<file path="src/rtl/pattern_memory.sv">
// 64 x 4 register-file memory holding the Simon pattern sequence.
// One synchronous write port, one combinational read port; rst clears every entry.
module pattern_memory #(
  parameter int unsigned DATA_WIDTH = 4,
  parameter int unsigned ADDR_WIDTH = 6,
  parameter int unsigned DEPTH      = 2 ** ADDR_WIDTH
) (
  input  logic                  clk,
  input  logic                  rst,
  input  logic [ADDR_WIDTH-1:0] r_addr,
  input  logic [ADDR_WIDTH-1:0] w_addr,
  input  logic [DATA_WIDTH-1:0] w_data,
  input  logic                  w_en,
  output logic [DATA_WIDTH-1:0] r_data
);

  logic [DATA_WIDTH-1:0] mem_q [DEPTH];
  logic [DATA_WIDTH-1:0] mem_d [DEPTH];

  // Reset wins over a write requested in the same cycle.
  always_comb begin
    for (int unsigned i = 0; i < DEPTH; i++) begin
      mem_d[i] = mem_q[i];
    end
    if (rst) begin
      for (int unsigned i = 0; i < DEPTH; i++) begin
        mem_d[i] = '0;
      end
    end else if (w_en) begin
      mem_d[w_addr] = w_data;
    end
  end

  always_ff @(posedge clk) begin
    for (int unsigned i = 0; i < DEPTH; i++) begin
      mem_q[i] <= mem_d[i];
    end
  end

  // No write-through: a same-address read shows old data until the edge.
  assign r_data = mem_q[r_addr];

endmodule

</file>
<file path="config.mk">
export PLATFORM = sky130hd
export DESIGN_NAME = pattern_memory
export DESIGN_NICKNAME = d
export VERILOG_FILES = /design/src/rtl/pattern_memory.sv
export SDC_FILE = /design/constraint.sdc
export NUM_CORES = 1
export LEC_CHECK = 0
export BUFFER_PORTS_ARGS = -buffer_cell sky130_fd_sc_hd__buf_4
export CAP_MARGIN = 20
export CORE_ASPECT_RATIO = 1.1
export CORE_UTILIZATION = 63
export DETAILED_ROUTE_END_ITERATION = 16
export PLACE_DENSITY = 0.8
export RECOVER_POWER = 50
export SLEW_MARGIN = 5
export SYNTH_ARGS = -nofsm -noshare
export SYNTH_HDL_FRONTEND = slang
export SYNTH_SLANG_ARGS = --single-unit
</file>
<file path="constraint.sdc">
create_clock -name clk -period 3 [get_ports clk]
set_clock_uncertainty 0.1 [all_clocks]
set_input_delay 0.6 -clock clk [delete_from_list [all_inputs] [get_ports clk]]
set_output_delay 0.6 -clock clk [all_outputs]
set_load 0.01 [all_outputs]
</file>
# [After elaboration in Yosys (flattened, before gate mapping)]
# Memories as Yosys holds them, arrays and structs flattened.
# Index checks and enable logic that the tools add are counted.
# W data, S select, Z words.
[word_totals] regBits=0 mem_bits_rw=256 word_cells=10 n_memories=1
[op_classes] order_cmp=2 n_mux=5 bitwise_logic=1 n_reduce_logical=1
[memory_table] memory="mem_q" words=64 word_bits=4 read_ports=65 rd_ports_with_merged_regs=0 write_ports=64 line_no="17" text="logic [DATA_WIDTH-1:0] mem_q [DEPTH];"
[ops] cell="$mux W256" count=2
[ops] cell="$bwmux W256" count=1
[ops] cell="$demux W4 S6" count=1
[ops] cell="$ge A7 B7 Y1 const B" count=1
[ops] cell="$lt A7 B1 Y1 const B" count=1
[ops] cell="$not A6 Y7" count=1
[ops] cell="$mux W4" count=1
[ops] cell="$logic_and A1 B1 Y1" count=1

# [Depth between registers and ports, before layout]
[logic_depth] word_depth=8 ltp_mapped=9

# [Worst setup path before layout]
# OpenSTA, ideal clock, no wires.
[synth_path] path_type="input port to output port" start="input r_addr[0]" end="output r_data[2]" arrival_ns=2.041 required_ns=2.300 setup_slack_ns=0.259 stages=7 path_buffers=2 cell_sequence="buf_6 buf_2 mux4_2 mux2i_1 nor3_1 o31ai_1 o31ai_1"
[synth_between] elab_chain_cells=1
[synth_lines] element="start: declaration" line_no="10" text="input logic [ADDR_WIDTH-1:0] r_addr,"
[synth_lines] element="$mem_v2 Z64 W4"
[synth_lines] element="end: declaration" line_no="14" text="output logic [DATA_WIDTH-1:0] r_data"
# Every way passes these cells.

# [Worst setup path in the final report]
[layout_path] start="input r_addr[0]" end="output r_data[1]"
# The elaborated chain is that of the path after synthesis.

==> impl_metrics.py <==
metrics = {
    "cells_and_area": {
        "drive_above_1_share": 0.152,
        "reg.largest.list": "mem_q (256)",
        "largest_reg_flops": 256,
        "area_growth_pct": 12.0,
        "final_area_um2": 13100,
        "fin_nets": 1321,
        "layout.cells.non_filler": 1558,
        "top_register": "mem_q",
        "antenna_cells": 0,
        "final_util": 0.732,
        "fill_cells": 1288,
    },
    "synthesis": {
        "synth_ff_type": "dfxtp_1",
        "ys_ff_latch": 256,
        "yosysTopAreaCellShare": 0.437,
        "synthTopCellsByArea": "dfxtp_1 44%, mux4_2 8.3%, a21oi_1 8.1%",
        "synth_top_cell_by_area": "dfxtp_1",
        "synth_most_common_cell": "dfxtp_1",
        "ys_types": 38,
        "syn_area_per_cell_um2": 8.81,
        "yosysSeqAreaShare": 0.437,
        "synth-edff-count": 0,
        "syn_inst": 1331,
        "yosysWarningCount": 0,
        "synth_nets": 1350,
        "synth_area_um2": 11700,
        "synthTopCellsByCount": "256 x dfxtp_1, 231 x nand2_1, 189 x a21oi_1, 106 x nor2_1, 101 x nand3_1",
        "synth-async-reset-ratio": 0,
    },
    "clock_tree": {
        "clock_latency_ps": 530,
        "path_clk_slew_ps": 60,
        "postCtsHoldBufs": 0,
        "cts.path.max_buffers": 3,
        "cts_sinks": 256,
        "cts_made_buffers": 26,
        "h-tree-depth": 1,
        "cts-root-buf": "clkbuf_16",
        "cts_tree": "built",
    },
    "pwr": {
        "p_per_area_nw_per_um2": 543,
        "p_switching_mw": 1.69,
        "p_int_mw": 5.44,
        "clockPowerShare": 0.445,
        "p_leak_nw": 4.59,
        "power.combinational.fraction": 0.075,
        "ir_worst_vdd_mv": 0.402,
        "p_seq_frac": 0.480,
        "netSwitchingFraction": 0.237,
    },
    "routing": {
        "drt-vias-per-instance": 6.59,
        "initialDrtViolationCount": 1497,
        "drcViolationCount": 0,
        "ant_nets": 0,
        "dr.pass1.iters": 6,
        "num_vias": 10271,
        "finalWirelength_mm": 33.2,
        "wl_per_cell_um": 21.3,
    },
    "placed_design": {
        "dp_hpwl_mm": 20.0,
        "io_buffer_count": 22,
        "dp.cells": 1498,
        "gp_congestion": 0.898,
        "post_dp_cell_area_um2": 12000,
    },
    "worst_setup_path": {
        "crit_type": "input pin to primary output",
        "startpoint_type": "input pin",
        "crit_start": "r_addr[0]",
        "crit_fanout": 11,
        "critPathRequiredTime_ps": 2300,
        "critPathSlowestCell": "mux4_1",
        "crit_chain": "buf_16 > buf_12 > buf_6 > mux4_1 > nor3_2 > nor4_2 > a22o_1 > buf_4",
        "arrival_ps": 2300,
        "max_stage_delay_ps": 590,
        "critPathCaptureType": "primary output",
        "r2r_start": "mem_q[13][3]",
    },
    "worst_hold_path": {
        "hold_class": "flip-flop to flip-flop",
        "worstHoldStart": "mem_q[1][1]",
    },
    "global_routing": {
        "grt_pass1_wl_mm": 52.4,
        "antenna_found_initial": 0,
        "grt_usage": 0.341,
        "first_global_vias": 9666,
        "grt_overflow": 0,
        "grt_max_degree": 84,
    },
    "die": {
        "die_h_um": 145,
        "die-area_um2": 19200,
        "die_w_um": 132,
        "core_area_um2": 17900,
        "initial_core_util": 0.654,
        "num_rows": 51,
        "io-pin-count": 23,
    },
    "timing": {
        "relSlewSlack": 0.0413,
        "holdWs_ps": 353,
        "min_period_over_period": 1.00,
        "hold_viol_final": 0,
        "fin_ws_ps": -3.66,
        "worstMarginPinSlew_ps": 1440,
        "maxSlewViolCount": 0,
        "setup_viol": 1,
        "tns_ps": -3.66,
        "fmax_mhz": 333,
        "period_needed_ps": 3000,
    },
    "status": {
        "outcome": "finished, violations left",
        "violations": "setup timing",
    },
    "run": {
        "max_cap_violations": 0,
    },
}
## power groups by stage
stage          registers [mW]  clock network (mW)  logic [mW]
2_1_floorplan            3.49                   0       0.320
3_3_place_gp             3.50                   0       0.469
3_5_place_dp             3.50                   0       0.474
4_1_cts                  3.42                3.18       0.495
5_1_grt                  3.42                3.33       0.557
6_report                 3.42                3.18       0.534
## per-stage QoR
| stage | worst slack, ps | power [mW] |
|---|---|---|
| 2_1_floorplan | 259 | 3.81 |
| 3_3_place_gp | -201 | 3.96 |
| 3_5_place_dp | -227 | 3.97 |
| 4_1_cts | 0.657 | 7.10 |
| 5_1_grt | -36.8 | 7.30 |
| 6_report | -3.66 | 7.13 |
## what timing repair did
item | 4_1_cts | 5_1_grt
gates cloned | 1 | 2
endpoints found under the hold margin | 0 | 0
pin swaps | 4 | 2
endpoints found under the setup margin | 4 | 4
gates resized for setup | 15 | 21
setup buffers | 5 | 6
## critical path: cells and delay by family
family                 cells  cell delay (ps)
AND/OR/NAND/NOR            2              270
AO/OA/AOI/OAI              1              260
buffers and inverters      4              580
multiplexers               1              590
## logic make-up after synthesis
| group | synth area share |
|---|---|
| AOI/OAI and AO/OA | 0.137 |
| buffers and inverters | 0.0497 |
| DFF | 0.437 |
| muxes | 0.200 |
| and+or+nand+nor | 0.177 |
## placed cells by master, fill, tap and decap left out, types with 2 or more instances in the layout
master,instances
mux4_1,15
nand3_1,101
nor3_1,9
buf_6,4
buf_4,50
o22ai_2,5
buf_12,9
nor3_2,7
dfxtp_1,256
o21ai_0,94
mux2i_1,74
clkbuf_2,4
mux4_2,49
clkbuf_1,9
nand2_1,231
o21ai_2,2
clkinv_2,8
or3_1,4
clkbuf_16,29
clkbuf_8,5
a21oi_1,189
nand2b_1,9
mux2_2,5
nor2_1,104
nor2_2,7
o22ai_1,7
o221ai_1,4
nor2b_1,3
o21ai_1,3
and2_1,2
or2_2,4
## routing by layer
layer  part of all wire  track usage  vias up  wire (µm)
met2               0.46        0.533      629      15300
met3               0.10       0.0500      104       3390
met1               0.40        0.473     4904      13300
met4              0.034        0.145        0       1130
met5                  0            0        -          0
li1                   -            -     4634          -
## area by class of cell
class	count	area (µm²)	share of cell area
clock buffers	37	763	0.0581
clock inverters	9	70.1	0.00534
multi-input cells	942	6120	0.466
flip-flops and latches	256	5120	0.390
well taps	238	298	0.0227
repair buffers	76	761	0.0579
## final timing paths
kind | end | slack [ps] | cells past startpoint
max | r_data[1] | -4 | 8
max reg2reg | mem_q[13][3] | 2110 | 2
min | mem_q[1][1] | 350 | 2
min reg2reg | mem_q[1][1] | 350 | 2
Note: power is estimated with default switching activity, not from simulation.
